## config.mk

```make
export PLATFORM = sky130hd
export DESIGN_NAME = sum_accumulator
export DESIGN_NICKNAME = d
export VERILOG_FILES = /design/src/rtl/sum_accumulator.sv
export SDC_FILE = /design/constraint.sdc
export NUM_CORES = 1
export LEC_CHECK = 0
export CAP_MARGIN = 5
export CORE_ASPECT_RATIO = 0.6
export CORE_MARGIN = 4
export CORE_UTILIZATION = 45
export CTS_CLUSTER_DIAMETER = 150
export DETAILED_ROUTE_END_ITERATION = 12
export PLACE_DENSITY_LB_ADDON = 0.25
export SYNTH_ARGS = -nofsm -noshare
export SYNTH_HDL_FRONTEND = slang
export SYNTH_SLANG_ARGS = --single-unit
```

## constraint.sdc

```tcl
create_clock -name clk -period 1.5 [get_ports clk]
set_clock_uncertainty 0.05 [all_clocks]
set_input_delay 0.3 -clock clk [delete_from_list [all_inputs] [get_ports clk]]
set_output_delay 0.3 -clock clk [all_outputs]
set_load 0.01 [all_outputs]
```

## src/rtl/sum_accumulator.sv

```systemverilog
// Accumulates N_SAMPLES 2-bit sums into an ACC_W-bit total with a sticky carry-out flag,
// using a start / valid-ready input / valid-ready output protocol.
module sum_accumulator #(
  parameter int unsigned ACC_W     = 8,
  parameter int unsigned N_SAMPLES = 4
) (
  input  logic             clk,
  input  logic             rst_n,
  input  logic             start,
  input  logic             in_valid,
  input  logic [1:0]       in_sum,
  output logic             in_ready,
  output logic             out_valid,
  input  logic             out_ready,
  output logic [ACC_W-1:0] out_total,
  output logic             out_ovf,
  output logic             busy
);

  if (ACC_W < 3 || ACC_W > 32) begin : g_bad_acc_w
    $error("sum_accumulator: ACC_W must be in 3..32");
  end
  if (N_SAMPLES < 1 || N_SAMPLES > 255) begin : g_bad_n_samples
    $error("sum_accumulator: N_SAMPLES must be in 1..255");
  end

  typedef enum logic [1:0] {
    IDLE  = 2'd0,
    ACCUM = 2'd1,
    DONE  = 2'd2
  } state_t;

  localparam logic [7:0] LAST = 8'(N_SAMPLES - 1);

  state_t           state;
  logic [ACC_W-1:0] acc;
  logic [7:0]       count;
  logic             ovf;
  logic [ACC_W:0]   sum;

  // One extra bit so the carry out of each addition is visible.
  assign sum = {1'b0, acc} + {{(ACC_W - 1){1'b0}}, in_sum};

  always_ff @(posedge clk or negedge rst_n) begin
    if (!rst_n) begin
      state     <= IDLE;
      acc       <= '0;
      count     <= '0;
      ovf       <= 1'b0;
      out_valid <= 1'b0;
    end else begin
      case (state)
        IDLE: begin
          if (start) begin
            state <= ACCUM;
            acc   <= '0;
            count <= '0;
            ovf   <= 1'b0;
          end
        end
        ACCUM: begin
          if (in_valid) begin
            acc   <= sum[ACC_W-1:0];
            ovf   <= ovf | sum[ACC_W];
            count <= count + 8'd1;
            if (count == LAST) begin
              state     <= DONE;
              out_valid <= 1'b1;
            end
          end
        end
        DONE: begin
          if (out_ready) begin
            state     <= IDLE;
            out_valid <= 1'b0;
          end
        end
        default: begin
          state     <= IDLE;
          out_valid <= 1'b0;
        end
      endcase
    end
  end

  // The result registers double as outputs, so they hold after the handshake.
  assign in_ready  = (state == ACCUM);
  assign busy      = (state != IDLE);
  assign out_total = acc;
  assign out_ovf   = ovf;

endmodule

```

After elaboration in Yosys (flattened, before gate mapping) --
Cells that the tools add are included.
Cells by class: multiplexer cells 17, reduce and logical (&&, ||, !) cells 6, add/subtract/negate cells 2, equality and inequality tests 7, bitwise operators 2
Operators by type and width (number):
- case mux 8 bit (2 select lines) | 2
- two-way mux 8 bit | 3
- adder 8 x 2 -> 9 bit | 1
- adder 8 x 1 -> 8 bit, second input constant | 1
- equality test 8 x 2 -> 1 bit, second input constant | 1
- two-way mux 2 bit | 4
- AND reduction 4 bit | 2
- inequality test 2 bit, second input constant | 3
- case mux 2 bit (3 select lines) | 1
- two-way mux 1 bit | 5
- nonzero test 2 bit | 2
- case mux 1 bit (3 select lines) | 1
- AND reduction 3 bit | 1
- equality test 2 x 1 -> 1 bit, second input constant | 1
- equality test 2 bit, second input constant | 1
- zero test 2 bit | 1
- inequality test 2 x 1 -> 1 bit, second input constant | 1
- case mux 1 bit (2 select lines) | 1
- inverter 1 bit | 1
- OR 1 bit | 1
Word-level totals: bits of input ports 7, output and inout port bits 12, register bits 20

Depth between registers and ports, before layout --
depth in word-level cells 4, gate-level depth with buffers 5, depth with buffers taken out 5

Worst setup path after synthesis --
Ideal clock, no wire load.
path type register to register, start reg acc[0], in the netlist out_total[0], end reg acc[2], in the netlist out_total[2], stages on the path, launching flop included 6, required time 1321 ps, setup slack 21 ps, clock period less this slack 1479 ps, data arrival time 1301 ps, path through dfrtp_1 -> ha_1 -> fa_1 -> nand4b_1 -> xor2_1 -> nor2_1
On the way: longest elaborated chain between the ends 3
Ends and longest elaborated chain:
- start: declaration | RTL line 36 | logic [ACC_W-1:0] acc;
- start signal: assignment | RTL line 63 | acc <= sum[ACC_W-1:0];
- adder 8 x 2 -> 9 bit | RTL line 42 | assign sum = {1'b0, acc} + {{(ACC_W - 1){1'b0}}, in_sum};
- two-way mux 8 bit | RTL line 62 | if (in_valid) begin
- case mux 8 bit (2 select lines) | RTL line 52 | case (state)
Every way passes these cells. The select of a mux whose other input is x is not followed. A chain may end at the register's enable or synchronous reset.

Worst setup path in the final report --
start reg state[0], end reg acc[6], in the netlist out_total[6]
On the way: longest elaborated chain between the ends 3, elaborated cells between the ends (all ways) 7, those cells by class eq/ne: 3; mux: 1; reduce/logical: 3
Ends and longest elaborated chain:
- start: declaration | RTL line 35 | state_t state;
- start signal: assignment | RTL line 46 | state <= IDLE;
- start signal: assignment | RTL line 55 | state <= ACCUM;
- start signal: assignment | RTL line 67 | state <= DONE;
- equality test 2 x 1 -> 1 bit / zero test 2 bit (equally long branches) | RTL line 52
- inequality test 2 bit (no line) / nonzero test 2 bit (equally long branches)
- AND reduction 3 bit (no line)
Several ways; a longest one is shown, not always the timed one.

==> impl_metrics.csv <==
group,metric,value,unit
finish,fillers,143,
sta,relSlewSlack,74.0,%
clock_tree,clk_pin_slew,0.08,ns
routing,viasPerCell,5.87,
worst_setup_path,cpPeakStageDelay,0.44,ns
synthesis,avgSynthCellArea,10.1,um^2
power,vdd_drop_max,0.000920,V
place,place_ws,-0.460,ns
worst_setup_path,cp_slowest_cell,"or3b_4",
floorplan,core-area,2280,um^2
worst_setup_path,worstPathCellList,"buf_6 -> buf_6 -> or3b_4 -> o311ai_4 -> o41ai_2",
sta,hold_violations,0,
synthesis,synth_top_area_share,44.1,%
sta,fin_crit_sh,102,%
place,portBuffers,18,
synthesis,synthMuxAreaShare,6.17,%
sta,fmax,0.654,GHz
clock_tree,numCtsBuffers,3,
min_path,hp-class,"input pin to asynchronous set/reset pin",
place,dp_cells,174,
finish,nets,180,
synthesis,synth_top_family_by_area,"simple AND/OR/NAND/NOR gates",
synthesis,synthXorXnorAreaFrac,1.54,%
synthesis,syn-num-nets,123,
finish,final_cell_mix,"buf_4, dfrtp_1, dlygate4sd2_1, nand2_1, buf_6",
routing,routedWlPerCell,18.5,um
synthesis,synth_cell_type_count,32,
synthesis,synthAdderAreaFrac,5.07,%
global_routing,grt-ovfl-total,0,
worst_setup_path,cpMostUsedCell,"buf_6",
routing,drtIter0Drc,49,
clock_tree,clock-root-buffer,"clkbuf_8",
synthesis,synth_area,1140,um^2
sta,setup_viol,9,
power,p_clk_share,16.0,%
synthesis,yosysWarnings,0,
worst_setup_path,critPathArrivalTime,1.61,ns
floorplan,start_util,49.9,%
routing,drc,0,
clock_tree,h-tree-depth,1,
sta,fin_crit,1.53,ns
power,power_leakage,0.846,nW
worst_setup_path,cp-end-kind,"flop",
global_routing,first_global_vias,1172,
clock_tree,cts.sinks,20,
sta,rsz0062_at_grt,"yes",
power,comb_power_share,53.4,%
worst_setup_path,crit_required,1.58,ns
place,routabilityCongestion,0.819,
finish,diodes,0,
power,pwr-share-seq,30.6,%
floorplan,die_x,72.9,um
worst_setup_path,crit_path_max_fanout,8,
global_routing,grt_pass1_wl,5810,um
sta,setup_ws,-0.0281,ns
clock_tree,clk_latency,0.26,ns
clock_tree,clockBufferDepth,2,
power,swShare,38.1,%
worst_setup_path,critPathBufInv,2,
power,finalPower,2.65,mW
routing,drtPass1Iterations,5,
run_status,violations,"setup timing",
floorplan,io-pin-count,19,
power,powerDensity,1450,nW/um^2
routing,via_count,1162,
floorplan,num_rows,13,
worst_setup_path,worstSetupStartpointType,"flop",
global_routing,grt_max_degree,21,
power,p_int,1.64,mW
finish,seqCellArea,500,um^2
synthesis,synth-simple-area-share,28.0,%
finish,drive_above_1_share,38.7,%
synthesis,synth_top_cell_by_area,"dfrtp_1",
synthesis,synthCells,112,
sta,tightestPinTransition,0.382,ns
worst_setup_path,path_class,"flop to flop",
synthesis,synth_seq_cells,20,
floorplan,die-area,3420,um^2
finish,multiInputGateArea,752,um^2
routing,ant_nets,0,
global_routing,antenna_found_initial,0,
floorplan,die_y,46.9,um
finish,area_growth,61.3,%
finish,fin_cells,198,
power,switching_power,1.01,mW
synthesis,yosysSeqAreaShare,44.1,%
clock_tree,cts_tree,"done",
sta,drv_slew,0,
global_routing,grt.total_usage,23.0,%
run_status,run_status,"finished with violations",
place,hpwl,2070,um
synthesis,synth_area_leaders,"dfrtp_1, mux2i_1, nor4_2",
run,cap_violations,0,
synthesis,synth-compound-area-share,10.6,%
worst_setup_path,cp_top_family,"simple AND/OR/NAND/NOR gates",
routing,wl,3660,um
finish,layout_commonest_cell,"buf_4",
logic make-up (layout without fill, tap and decap cells):
logic type	Yosys count	in the layout
adder cells (fa/ha/maj)	4	4
AO/OA/AOI/OAI	19	19
AND/OR/NAND/NOR	51	52
flip-flops	20	20
buffers and inverters	9	64
XOR/XNOR	2	2
multiplexers	7	7
registers in the layout, summed over array words and instances (netlist names):
register	flops
count	8
out_total	8
state	2
out_ovf	1
out_valid	1
power groups by stage:
| stage | Combinational (mW) | Sequential [mW] | Clock, mW |
|---|---|---|---|
| finish | 1.42 | 0.812 | 0.425 |
| global route | 1.53 | 0.823 | 0.456 |
| CTS | 1.21 | 0.775 | 0.430 |
| detailed placement | 0.977 | 0.812 | 0 |
| global placement | 0.945 | 0.801 | 0 |
| floorplan | 0.485 | 0.817 | 0 |
stage by stage:
step / instance area (um^2) / TNS, ns / hold slack (ns) / utilization, %
after floorplan: 1140 / 0 / -0.0456 / -
final: 1830 / -0.144 / 0.324 / 80.5
after detailed placement: 1460 / -6.10 / 0.433 / 64.1
after global placement: 1460 / -5.35 / 0.424 / 64.1
after CTS: 1710 / -0.0452 / 0.331 / 74.9
after global routing: 1830 / -0.568 / 0.369 / 80.5
worst register-to-register path: stages (launching register included):
cell and delay [ns]:
dfrtp_1 0.41, buf_6 0.14, buf_6 0.11, or3b_4 0.44, o311ai_4 0.12, o41ai_2 0.13
cell usage after synthesis, drive strengths merged:
master,instances
or4,1
or2,1
dfrtp,20
o21ai,8
fa,1
o311ai,2
nor2,4
ha,3
mux2i,7
nand4,4
buf,5
o21a,1
nand4b,2
nor4,7
o41ai,2
nor2b,1
a21oi,3
nand3,7
nand2,13
or3b,1
nand2b,1
a21o,1
nor4bb,1
or2b,5
or3,1
xor2,2
o31ai,2
nand3b,1
nor4b,1
inv,4
metal layers:
| layer | vias up | wire [um] | part of all wire (%) | track usage (%) |
|---|---|---|---|---|
| li1 | 530 | - | - | - |
| met1 | 595 | 1600 | 44 | 28.4 |
| met2 | 33 | 1890 | 52 | 42.5 |
| met3 | 4 | 135 | 3.7 | 4.06 |
| met4 | 0 | 37 | 1.0 | 6.62 |
| met5 | - | 0 | 0 | 0 |
what timing repair did:
item,in CTS,in global routing
endpoints found under the setup margin,25,18
setup buffers,13,6
pin swaps,8,11
hold buffers,0,0
cloned,1,1
gates resized for setup,43,19
final cells by class:
class	count	share of cell area, %
repair buffers	56	25.8
clock buffers	4	3.00
multi-input cells	84	41.0
flip-flops and latches	20	27.3
inverters	4	0.819
well taps	30	2.05
worst paths after layout:
path                           from           end  slack [ns]  cells past startpoint
max                        state[0]  out_total[6]       -0.03                      5
max reg2reg                state[0]  out_total[6]       -0.03                      5
min in group clk            out_ovf       out_ovf        0.44                      1
min                           rst_n      count[7]        0.32                      2
min reg2reg                 out_ovf       out_ovf        0.44                      1
max in group asynchronous     rst_n  out_total[6]        0.86                      2
No activity file was read; power rests on OpenSTA's default activity.
